$ cat config.mk
export PLATFORM = sky130hd
export DESIGN_NAME = au_signapply_seq
export DESIGN_NICKNAME = d
export VERILOG_FILES = /design/src/rtl/au_signapply_seq.sv
export SDC_FILE = /design/constraint.sdc
export NUM_CORES = 1
export LEC_CHECK = 0
export CORE_MARGIN = 2
export CORE_UTILIZATION = 24
export DETAILED_ROUTE_END_ITERATION = 12
export PLACE_DENSITY_LB_ADDON = 0.08
export SYNTH_ARGS = -nofsm -noshare
export SYNTH_HDL_FRONTEND = slang
export SYNTH_SLANG_ARGS = --single-unit
$ cat constraint.sdc
create_clock -name clk -period 3.7 [get_ports clk]
set_clock_uncertainty 0.05 [all_clocks]
set_input_delay 0.925 -clock clk [delete_from_list [all_inputs] [get_ports clk]]
set_output_delay 0.925 -clock clk [all_outputs]
set_load 0.1 [all_outputs]
$ cat src/rtl/au_signapply_seq.sv
// Sequential sign-apply unit: z = sgn ? -mag : mag, computed DIGIT bits per cycle, LSB first.
// Optional overflow detect/saturate enabled by macro AU_SIGNAPPLY_OVF_EN (adds port ovf).
module au_signapply_seq #(
  parameter int unsigned WIDTH = 8,
  parameter int unsigned DIGIT = 2
) (
  input  logic             clk,
  input  logic             rst_n,
  input  logic             in_valid,
  output logic             in_ready,
  input  logic             sgn,
  input  logic [WIDTH-1:0] mag,
  output logic             out_valid,
  input  logic             out_ready,
  output logic [WIDTH-1:0] z
`ifdef AU_SIGNAPPLY_OVF_EN
  ,
  output logic             ovf
`endif
);

  localparam int unsigned NSLICE = WIDTH / DIGIT;
  localparam int unsigned CW     = (NSLICE > 1) ? $clog2(NSLICE) : 1;

  typedef enum logic [1:0] {IDLE = 2'd0, BUSY = 2'd1, DONE = 2'd2} state_t;

  state_t           state, state_nxt;
  logic [CW-1:0]    cnt;
  logic             sgn_r;
  logic             carry;
  logic [WIDTH-1:0] mag_r;
  logic [WIDTH-1:0] acc;
  logic [WIDTH-1:0] acc_nxt;
  logic [DIGIT-1:0] slice;
  logic [DIGIT:0]   sum;
  logic             last;

`ifdef AU_SIGNAPPLY_OVF_EN
  localparam logic [WIDTH-1:0] MSB_ONLY = {1'b1, {(WIDTH-1){1'b0}}};
  logic ovf_pend;
`endif

  // Gated by rst_n so in_ready drops the instant reset asserts.
  assign in_ready  = (state == IDLE) & rst_n;
  assign out_valid = (state == DONE);

  // mag_r shifts right each slice; the result enters acc from the top,
  // so after NSLICE slices acc holds the full word in place.
  always_comb begin
    slice   = mag_r[DIGIT-1:0];
    sum     = {1'b0, (sgn_r ? ~slice : slice)} + {{DIGIT{1'b0}}, carry};
    acc_nxt = acc >> DIGIT;
    acc_nxt[WIDTH-1 -: DIGIT] = sum[DIGIT-1:0];
    last    = (state == BUSY) && (cnt == CW'(NSLICE - 1));
  end

  always_comb begin
    state_nxt = state;
    unique case (state)
      IDLE:    if (in_valid) state_nxt = BUSY;
      BUSY:    if (last) state_nxt = DONE;
      DONE:    if (out_ready) state_nxt = IDLE;
      default: state_nxt = IDLE;
    endcase
  end

  always_ff @(posedge clk or negedge rst_n) begin
    if (!rst_n) state <= IDLE;
    else        state <= state_nxt;
  end

  always_ff @(posedge clk or negedge rst_n) begin
    if (!rst_n) begin
      sgn_r    <= 1'b0;
      carry    <= 1'b0;
      mag_r    <= '0;
      acc      <= '0;
      cnt      <= '0;
      z        <= '0;
`ifdef AU_SIGNAPPLY_OVF_EN
      ovf_pend <= 1'b0;
      ovf      <= 1'b0;
`endif
    end else begin
      if (state == IDLE && in_valid) begin
        sgn_r <= sgn;
        carry <= sgn;
        mag_r <= mag;
        acc   <= '0;
        cnt   <= '0;
`ifdef AU_SIGNAPPLY_OVF_EN
        ovf_pend <= sgn ? (mag > MSB_ONLY) : mag[WIDTH-1];
`endif
      end else if (state == BUSY) begin
        mag_r <= mag_r >> DIGIT;
        acc   <= acc_nxt;
        carry <= sum[DIGIT];
        cnt   <= cnt + CW'(1);
        if (last) begin
`ifdef AU_SIGNAPPLY_OVF_EN
          ovf <= ovf_pend;
          if (ovf_pend)
            z <= sgn_r ? {1'b1, {(WIDTH-1){1'b0}}} : {1'b0, {(WIDTH-1){1'b1}}};
          else
            z <= acc_nxt;
`else
          z <= acc_nxt;
`endif
        end
      end
    end
  end

endmodule

==> reports/metrics.yaml <==
hpwl_mm: 1.77
synth.area.top_cells: "dfrtp_1, mux2_4, a22o_1"
status: "completed"
tightest_slew_ns: 0.960
critPathArrivalTime_ns: 1.93
cts-root-buf: "clkbuf_8"
drcViolationCount: 0
clk_latency_ns: 0.28
ys_seq_area_share_pct: 52.1
synthesis.nets: 114
cts_resized: 0
num-nets-final: 135
cts_setup_buffers: 0
period_needed_ns: 2.90
dpl.cell_count: 186
synth_edf_count: 0
slew_headroom_pct: 35.8
stdcell_count: 190
seq_area_um2: 701
via_count: 833
period_share_pct: 78.4
synth_most_common_cell: "dfrtp_1"
num_rows: 27
endpoint_kind: "output pin"
grtUsageTotal_pct: 10.2
async_flop_share_pct: 100
htreeDepth: 1
gp_congestion: 0.638
crit_path_start_kind: "input port"
netlist_area_um2: 1350
areaGrowthSynthToFinish_pct: 24.3
grt_pass1_wl_mm: 4.83
required_ns: 2.72
io_buffers: 22
io_pins: 23
wl_per_cell_um: 14.5
first_pass_iters: 3
cts_sinks: 28
grt_pass1_vias: 911
first_iter_violations: 37
utilization_pct: 30.5
postCtsHoldBufs: 0
clk_path_buf_depth: 2
die_w_um: 78.9
multi_input_area_um2: 554
start_util_pct: 24.6
coreArea_um2: 5470
setup_viol: 0
synth_top_area_share_pct: 52.1
ys.flop_type: "dfrtp_1"
cts_tree: "done"
antenna_cells: 0
reg2reg_depth: 2
r2r_start: "state[0]$_DFFE_PN0P_"
hp-class: "flop to flop"
antenna_found_initial: 0
avgViaCountPerCell: 4.38
path_clk_slew_ns: 0.10
ys_warn_count: 0
fmax_ghz: 0.345
hold_violations: 0
dieHeight_um: 78.9
cts_buffers: 3
crit_fanout: 2
reg2reg_to: "mag_r[5]$_DFFE_PN0P_"
path_class: "input port to output pin"
hold_depth: 1
setup_tns_ns: 0
setup.worst_path.start: "rst_n"
critPathCapture: "in_ready"
gr-total-overflow: 0
avgSynthCellArea_um2: 13.7
drive_above_1_share_pct: 26.3
rrSetupSlack_ns: 1.70
drtAntennaViolNets: 0
yosysTopAreaCell: "dfrtp_1"
wl_mm: 2.76
yosys_register_bits: 28
maxSlewViolCount: 0
rsz0062_at_grt: "false"
fp.dieArea_um2: 6220
fillCellCount: 574
grt_max_degree: 29
synth_common_cells: "dfrtp_1, inv_1, a22o_1, mux2_4, nor3b_1"
maxCapViolations: 0
synth_cell_types: 28
netlist_instances: 98
==> critical path, stage by stage <==
cell             delay, ns
clkdlybuf4s50_1       0.51
nor3b_2               0.28
buf_12                0.21
==> worst min path at each step <==
stage	startpoint	to	slack [ns]
final	acc[3]$_DFFE_PN0P_	acc[3]$_DFFE_PN0P_	0.46
after global routing	z[0]$_DFFE_PN0P_	z[0]$_DFFE_PN0P_	0.49
after CTS	acc[2]$_DFFE_PN0P_	acc[2]$_DFFE_PN0P_	0.47
after detailed placement	acc[2]$_DFFE_PN0P_	acc[2]$_DFFE_PN0P_	0.44
after global placement	cnt[1]$_DFFE_PN0P_	cnt[1]$_DFFE_PN0P_	0.44
after floorplan	acc[2]$_DFFE_PN0P_	acc[2]$_DFFE_PN0P_	0.42
==> layer usage <==
layer	up-vias	GRT usage (%)	wire length [µm]
met1	413	13.8	1380
met3	2	3.18	109
met5	-	0	0
li1	400	-	-
met2	18	16.0	1260
met4	0	2.07	16
==> registers in the layout (all words and copies together) (netlist names) <==
register	flops
carry	1
sgn_r	1
state	2
z	8
acc	6
mag_r	8
cnt	2
==> area by class of cell <==
cell class	instances	area share, %
Tap cell	72	5.39
Clock buffer	3	2.47
Timing Repair Buffer	23	13.0
Clock inverter	1	1.80
Multi-Input combinational cell	53	33.2
Sequential cell	28	41.9
Inverter	10	2.25
==> stage by stage <==
| stage | hold slack (ns) | instance area (µm²) | setup WS, ns |
|---|---|---|---|
| floorplan | 0.416 | 1350 | 0.607 |
| global placement | 0.439 | 1600 | 0.766 |
| detailed placement | 0.439 | 1600 | 0.771 |
| CTS | 0.469 | 1670 | 0.754 |
| global route | 0.490 | 1670 | 0.743 |
| finish | 0.465 | 1670 | 0.798 |
==> cells by family (layout without fill, tap and decap cells) <==
logic type      count (synthesis)  in the layout  synth area share [%]
xor+xnor                        2              2                  1.30
flops                          28             28                  52.1
mux                            10             10                  10.6
buf+inv                        17             37                  7.07
simple gates                   19             19                  13.3
fa+ha+maj                       3              3                  2.79
compound gates                 19             19                  12.8
==> placed cells by master, fill, tap and decap left out <==
cell type	count
inv_1	10
a21oi_1	1
clkbuf_8	3
nand2b_1	1
nor4b_1	5
mux2_4	8
o21ai_0	1
buf_12	1
buf_4	9
nand4bb_1	1
dfrtp_1	28
nand2_1	1
mux2_2	1
nor2b_1	1
bufinv_16	1
nor4b_2	2
a211oi_2	2
a22o_1	8
mux2_1	1
o311ai_1	1
a211oi_1	3
nand3b_4	1
a221oi_1	2
o21bai_4	1
nor3b_2	2
ha_1	3
clkdlybuf4s50_1	13
xor2_1	2
nor3b_1	5
Power is not shown: default switching activity piles up to over one toggle a cycle in this logic, so the estimate is an artifact.
